File: src/rtl/cpu_fpu_float_to_int.sv
// Single-precision float to integer converter (fcvt.w / fcvt.wu style).
//
// A request captures the operand, signedness and rounding mode, then walks a
// small multi-cycle datapath: unpack, align the significand onto the binary
// point a few bits per cycle, round, and present the result.
//
// Ports:
//   i_clock     sole clock, rising edge
//   i_reset_n   asynchronous active-low reset
//   i_request   conversion request, held high until o_ready is seen
//   i_op1       IEEE-754 single-precision operand
//   i_unsigned  1 = unsigned result, 0 = signed result
//   i_rm        rounding mode (RNE, RTZ, RDN, RUP, RMM; others act as RNE)
//   o_ready     result valid
//   o_result    registered integer result
//   o_flags     {NV, DZ, OF, UF, NX}; DZ/OF/UF are always 0
module cpu_fpu_float_to_int #(
    parameter int unsigned XLEN       = 32,
    parameter int unsigned SHIFT_STEP = 1
) (
    input  logic            i_clock,
    input  logic            i_reset_n,
    input  logic            i_request,
    input  logic [31:0]     i_op1,
    input  logic            i_unsigned,
    input  logic [2:0]      i_rm,
    output logic            o_ready,
    output logic [XLEN-1:0] o_result,
    output logic [4:0]      o_flags
);

    typedef enum logic [2:0] {
        StIdle   = 3'd0,
        StUnpack = 3'd1,
        StAlign  = 3'd2,
        StRound  = 3'd3,
        StPutZ   = 3'd4
    } state_e;

    state_e            state_q, state_d;
    logic [31:0]       op_q, op_d;
    logic              uns_q, uns_d;
    logic [2:0]        rm_q, rm_d;
    logic [XLEN-1:0]   int_q, int_d;
    logic              r_q, r_d;
    logic              s_q, s_d;
    logic              left_q, left_d;
    logic [9:0]        cnt_q, cnt_d;
    logic [XLEN-1:0]   result_q, result_d;
    logic [4:0]        flags_q, flags_d;
    logic              ready_q, ready_d;

    // Operand decode
    logic              op_sign;
    logic [7:0]        op_exp;
    logic [22:0]       op_frac;
    logic signed [9:0] unb_exp;
    logic signed [9:0] lsh_cnt;
    logic signed [9:0] rsh_cnt;
    logic              exp_max;
    logic              exp_zero;
    logic              frac_zero;
    logic              is_nan;
    logic              too_big;

    assign op_sign   = op_q[31];
    assign op_exp    = op_q[30:23];
    assign op_frac   = op_q[22:0];
    assign unb_exp   = $signed({2'b00, op_exp}) - 10'sd127;
    assign lsh_cnt   = unb_exp - 10'sd23;
    assign rsh_cnt   = 10'sd23 - unb_exp;
    assign exp_max   = (op_exp == 8'hff);
    assign exp_zero  = (op_exp == 8'h00);
    assign frac_zero = (op_frac == 23'd0);
    assign is_nan    = exp_max & ~frac_zero;
    assign too_big   = (unb_exp >= $signed(10'(XLEN)));

    // Saturation value for invalid conversions
    function automatic logic [XLEN-1:0] sat_value(input logic pos, input logic uns);
        logic [XLEN-1:0] val;
        if (uns) begin
            val = pos ? {XLEN{1'b1}} : {XLEN{1'b0}};
        end else begin
            val = pos ? {1'b0, {(XLEN-1){1'b1}}} : {1'b1, {(XLEN-1){1'b0}}};
        end
        return val;
    endfunction

    // Alignment shifter: up to SHIFT_STEP single-bit shifts, bounded by the
    // remaining count. Right shifts funnel int -> R -> S, with S sticky.
    logic [XLEN-1:0] sh_int;
    logic            sh_r;
    logic            sh_s;

    always_comb begin
        sh_int = int_q;
        sh_r   = r_q;
        sh_s   = s_q;
        for (int unsigned i = 0; i < SHIFT_STEP; i++) begin
            if (10'(i) < cnt_q) begin
                if (left_q) begin
                    sh_int = {sh_int[XLEN-2:0], 1'b0};
                end else begin
                    sh_s   = sh_s | sh_r;
                    sh_r   = sh_int[0];
                    sh_int = {1'b0, sh_int[XLEN-1:1]};
                end
            end
        end
    end

    // Rounding and range check
    logic            inc;
    logic [XLEN:0]   mag;
    logic [XLEN-1:0] mag_lo;
    logic [XLEN-1:0] rounded;
    logic            range_bad;

    always_comb begin
        case (rm_q)
            3'b001:  inc = 1'b0;
            3'b010:  inc = op_sign & (r_q | s_q);
            3'b011:  inc = ~op_sign & (r_q | s_q);
            3'b100:  inc = r_q;
            default: inc = r_q & (s_q | int_q[0]);
        endcase
    end

    assign mag     = {1'b0, int_q} + (XLEN+1)'(inc);
    assign mag_lo  = mag[XLEN-1:0];
    assign rounded = op_sign ? (~mag_lo + XLEN'(1)) : mag_lo;

    always_comb begin
        if (uns_q) begin
            range_bad = op_sign ? (mag != '0) : mag[XLEN];
        end else if (op_sign) begin
            // Negative signed may reach exactly 2^(XLEN-1)
            range_bad = mag[XLEN] | (mag[XLEN-1] & (|mag[XLEN-2:0]));
        end else begin
            range_bad = mag[XLEN] | mag[XLEN-1];
        end
    end

    // Next-state logic
    always_comb begin
        state_d  = state_q;
        op_d     = op_q;
        uns_d    = uns_q;
        rm_d     = rm_q;
        int_d    = int_q;
        r_d      = r_q;
        s_d      = s_q;
        left_d   = left_q;
        cnt_d    = cnt_q;
        result_d = result_q;
        flags_d  = flags_q;

        case (state_q)
            StIdle: begin
                if (i_request) begin
                    op_d    = i_op1;
                    uns_d   = i_unsigned;
                    rm_d    = i_rm;
                    state_d = StUnpack;
                end
            end

            StUnpack: begin
                if (!i_request) begin
                    state_d = StIdle;
                end else if (exp_max || too_big) begin
                    result_d = sat_value(is_nan | ~op_sign, uns_q);
                    flags_d  = 5'b10000;
                    state_d  = StPutZ;
                end else if (exp_zero && frac_zero) begin
                    result_d = '0;
                    flags_d  = 5'b00000;
                    state_d  = StPutZ;
                end else if (exp_zero) begin
                    // Denormal: magnitude below one half, only sticky survives
                    int_d   = '0;
                    r_d     = 1'b0;
                    s_d     = 1'b1;
                    state_d = StRound;
                end else begin
                    int_d = {{(XLEN-24){1'b0}}, 1'b1, op_frac};
                    r_d   = 1'b0;
                    s_d   = 1'b0;
                    if (unb_exp > 10'sd23) begin
                        left_d  = 1'b1;
                        cnt_d   = $unsigned(lsh_cnt);
                        state_d = StAlign;
                    end else if (unb_exp < 10'sd23) begin
                        // Beyond 26 every significand bit already sits in S
                        left_d  = 1'b0;
                        cnt_d   = (rsh_cnt > 10'sd26) ? 10'd26 : $unsigned(rsh_cnt);
                        state_d = StAlign;
                    end else begin
                        state_d = StRound;
                    end
                end
            end

            StAlign: begin
                if (!i_request) begin
                    state_d = StIdle;
                end else begin
                    int_d = sh_int;
                    r_d   = sh_r;
                    s_d   = sh_s;
                    if (cnt_q <= 10'(SHIFT_STEP)) begin
                        cnt_d   = '0;
                        state_d = StRound;
                    end else begin
                        cnt_d = cnt_q - 10'(SHIFT_STEP);
                    end
                end
            end

            StRound: begin
                if (!i_request) begin
                    state_d = StIdle;
                end else begin
                    if (range_bad) begin
                        result_d = sat_value(~op_sign, uns_q);
                        flags_d  = 5'b10000;
                    end else begin
                        result_d = rounded;
                        flags_d  = {4'b0000, r_q | s_q};
                    end
                    state_d = StPutZ;
                end
            end

            StPutZ: begin
                if (!i_request) begin
                    state_d = StIdle;
                end
            end

            default: state_d = StIdle;
        endcase
    end

    assign ready_d = (state_d == StPutZ);

    always_ff @(posedge i_clock or negedge i_reset_n) begin
        if (!i_reset_n) begin
            state_q  <= StIdle;
            op_q     <= '0;
            uns_q    <= 1'b0;
            rm_q     <= '0;
            int_q    <= '0;
            r_q      <= 1'b0;
            s_q      <= 1'b0;
            left_q   <= 1'b0;
            cnt_q    <= '0;
            result_q <= '0;
            flags_q  <= '0;
            ready_q  <= 1'b0;
        end else begin
            state_q  <= state_d;
            op_q     <= op_d;
            uns_q    <= uns_d;
            rm_q     <= rm_d;
            int_q    <= int_d;
            r_q      <= r_d;
            s_q      <= s_d;
            left_q   <= left_d;
            cnt_q    <= cnt_d;
            result_q <= result_d;
            flags_q  <= flags_d;
            ready_q  <= ready_d;
        end
    end

    assign o_ready  = ready_q;
    assign o_result = result_q;
    assign o_flags  = flags_q;

endmodule

File: config.mk
export PLATFORM = sky130hd
export DESIGN_NAME = cpu_fpu_float_to_int
export DESIGN_NICKNAME = d
export VERILOG_FILES = /design/src/rtl/cpu_fpu_float_to_int.sv
export SDC_FILE = /design/constraint.sdc
export NUM_CORES = 1
export LEC_CHECK = 0
export ABC_CLOCK_PERIOD_IN_PS = 4800
export BUFFER_PORTS_ARGS = -buffer_cell sky130_fd_sc_hd__buf_2
export CAP_MARGIN = 20
export CORE_ASPECT_RATIO = 0.75
export CORE_MARGIN = 1
export CORE_UTILIZATION = 55
export CTS_CLUSTER_SIZE = 8
export DETAILED_ROUTE_END_ITERATION = 8
export GPL_ROUTABILITY_DRIVEN = 0
export HOLD_SLACK_MARGIN = 0.12
export PLACE_DENSITY = 0.76
export RECOVER_POWER = 25
export SLEW_MARGIN = 30
export SYNTH_ARGS = -nofsm -noshare
export SYNTH_HDL_FRONTEND = slang
export SYNTH_SLANG_ARGS = --single-unit
File: constraint.sdc
create_clock -name i_clock -period 4.8 [get_ports i_clock]
set_clock_uncertainty 0.1 [all_clocks]
set_input_delay 0.96 -clock i_clock [delete_from_list [all_inputs] [get_ports i_clock]]
set_output_delay 0.96 -clock i_clock [all_outputs]
set_load 0.01 [all_outputs]
==> flow_summary.ini <==
[run_status]
status = finished with violations
violations = max-capacitance violations, max-slew violations

[yosys]
synthTopCellsByArea = dfrtp_1 36%, xnor2_1 5.6%, nor2_1 4.6%
ys.flop_type = dfrtp_1
synth_top_area_share_pct = 35.9
yosysSeqAreaShare_pct = 35.9
yosysWarnings = 0
synth_async_sr_flop_share_pct = 100
synth_edf_count = 0
yosysTopAreaCell = dfrtp_1
synth.distinct_cells = 69
syn_area_per_cell_um2 = 8.60
netlist_area_mm2 = 0.00831
syn_inst = 966
synth_seq_cells = 119

[drt]
viasPerCell = 5.99
wirelength_um = 20600
avgRoutedWirePerCell_um = 17.1
ant_nets = 0
first_pass_iters = 4
drt-initial-drc-count = 492
drc = 0
vias = 7215

[floorplanning]
die_y_um = 108
coreArea_mm2 = 0.0146
die_w_um = 144
pin_count = 77
num_rows = 38
die-area_mm2 = 0.0156
start_util_pct = 56.9

[critical_path]
worstPathArrival_ns = 4.80
critical_path_class = reg2reg
critical_path.max_stage_delay_ns = 0.44
crit_start = int_q[0]
start_kind = register
worst_path_max_delay_cell = or3_4
cp-end-kind = register
crit_fanout = 22
r2r-start = int_q[0]
cp_cell_sequence = nor2_1 > nor3_1 > a21oi_1 > o32a_1 > nor2_1 > ha_1 > ha_2 > nand4_2 > nor3_2 > nand3_1 > a211o_1 > or2_1 > or3_4 > o31a_1 > buf_4 > a21oi_1 > nor3_1
cp.required_ns = 5.01

[flow_run]
drv_cap = 1

[power_and_ir_drop]
combPwrFrac_pct = 47.8
p_per_area_mw_per_mm2 = 707
power.total_uw = 6580
p_sw_uw = 2930
swShare_pct = 44.5
p_seq_share_pct = 31.7
p_int_uw = 3650
clkPwrFrac_pct = 20.5
p_leak_uw = 0.00386
vdd_drop_max_mv = 0.366

[cells_and_area]
drive_gt1_share_pct = 19.2
antenna_cells = 0
most-common-layout-cells = 119 x dfrtp_1, 101 x nor2_1, 87 x nand2_1
final_common_cell = dfrtp_1
nets = 1046
finalNonFillerCells = 1205
area_delta_synth_final_pct = 12.0

[clocking]
cts.clk_slew.worst_paths_ns = 0.06
clock_latency_ns = 0.43
htree_levels = 4
cts_tree = done
ctsHoldBuffers = 0
cts_root_buf = clkbuf_16
clock_sinks = 119
max-clock-path-buffers = 2
cts_made_buffers = 17

[sta]
drv_slew = 49
worstMarginPinSlew_ns = 2.53
fin_tns_setup_ns = 0
min_period_ns = 4.59
max_clock_freq_mhz = 218
slew_headroom_pct = -68.7
period_share_pct = 95.6
setup_viol = 0
rsz0062_at_grt = no
finalHoldViolCount = 0

[worst_hold_path]
hold_class = reg2reg
min_from = cnt_q[9]

[place]
dp_hpwl_um = 14300
numPortBuffers = 73
dp.cells = 1172

[global_route]
grt_pass1_vias = 6725
grt.total_usage_pct = 28.0
antenna_found_initial = 0
grt_max_degree = 54
grt_pass1_wl_um = 34100
grt-ovfl-total = 0
-- logic make-up after synthesis --
group                      after synthesis  share of synthesized area [%]
and+or+nand+nor                        356                           21.3
AOI/OAI and AO/OA                      223                           18.2
DFF                                    119                           35.9
buffers and inverters                  109                           5.65
xor gates and xnor gates                72                           7.59
muxes                                   71                           9.07
adders and majority gates               15                           2.26
other                                    1                         0.0452
-- final cells by class --
type                            instances  area (um^2)
Fill cell                            1251         5300
Multi-Input combinational cell        740         4880
Sequential cell                       119         2980
Timing Repair Buffer                   90          489
Clock buffer                           18          429
Tap cell                              200          250
Clock inverter                         14          185
Inverter                               24         90.1
-- stage by stage --
stage / util, % / cell area, um^2 / setup WS, ns / hold slack (ns)
global route: 63.7 / 9300 / 0.00691 / 0.468
finish: 63.7 / 9300 / 0.211 / 0.398
global placement: 59.5 / 8680 / 0.333 / 0.389
floorplan: - / 8310 / 0.289 / 0.360
detailed placement: 59.5 / 8680 / 0.239 / 0.389
CTS: 63.7 / 9300 / 0.195 / 0.401
-- worst paths after layout --
path / endpoint / slack, ns / cells past startpoint
max in group asynchronous: o_result[29] / 1.46 / 2
setup reg to reg: o_result[1] / 0.21 / 17
min in group asynchronous: op_q[6] / 1.21 / 1
hold / removal: cnt_q[9] / 0.40 / 2
setup / recovery: o_result[1] / 0.21 / 17
hold reg to reg: cnt_q[9] / 0.40 / 2
-- per-layer routing --
| metal | global-route usage, % | routed length, um | vias up |
|---|---|---|---|
| met5 | 0 | 0 | - |
| met4 | 8.51 | 291 | 0 |
| met3 | 5.58 | 1170 | 28 |
| met2 | 43.9 | 9470 | 227 |
| met1 | 38.8 | 9620 | 3447 |
| li1 | - | - | 3513 |
-- power by group through the flow --
stage | clock [uW] | sequential, uW | combinational (uW)
global route | 1400 | 2160 | 3510
CTS | 1360 | 2080 | 3130
global placement | 0 | 2090 | 3030
detailed placement | 0 | 2090 | 3090
finish | 1350 | 2080 | 3140
floorplan | 0 | 1800 | 2620
-- repair_timing --
action | 4_1_cts | 5_1_grt
resized for setup | 0 | 2
hold endpoints to repair | 0 | 0
buffers inserted | 0 | 1
setup endpoints to repair | 0 | 28
-- sequential cells by signal, indices dropped and copies added (netlist names) --
register	cells
uns_q	1
op_q	32
o_ready	1
cnt_q	10
r_q	1
o_result	32
o_flags	2
state_q	3
left_q	1
int_q	32
s_q	1
rm_q	3
-- Yosys cell counts, types with 6 or more instances --
cell type / count
and4_1: 6
a21oi_1: 37
nor2b_1: 6
nor3_1: 36
xnor2_1: 53
a21oi_2: 12
clkbuf_1: 65
mux2i_1: 37
inv_1: 24
nor2_1: 102
nand2_1: 88
nor4_1: 14
nand4_1: 16
o31ai_1: 14
a21o_1: 8
ha_1: 15
xor2_1: 19
mux2_2: 34
o41ai_1: 7
buf_2: 9
nand3_1: 32
dfrtp_1: 119
a31oi_1: 28
nand2b_1: 7
or3_1: 6
and3_1: 11
o21ai_0: 59
-- critical path: cells and delay by family, from the launching register on --
family	cells	cell delay [ns]
adders and majority gates	2	0.70
AOI/OAI and AO/OA	5	1.15
and+or+nand+nor	9	1.84
DFF	1	0.43
buffers and inverters	1	0.28
No activity file was read; power rests on OpenSTA's default activity.
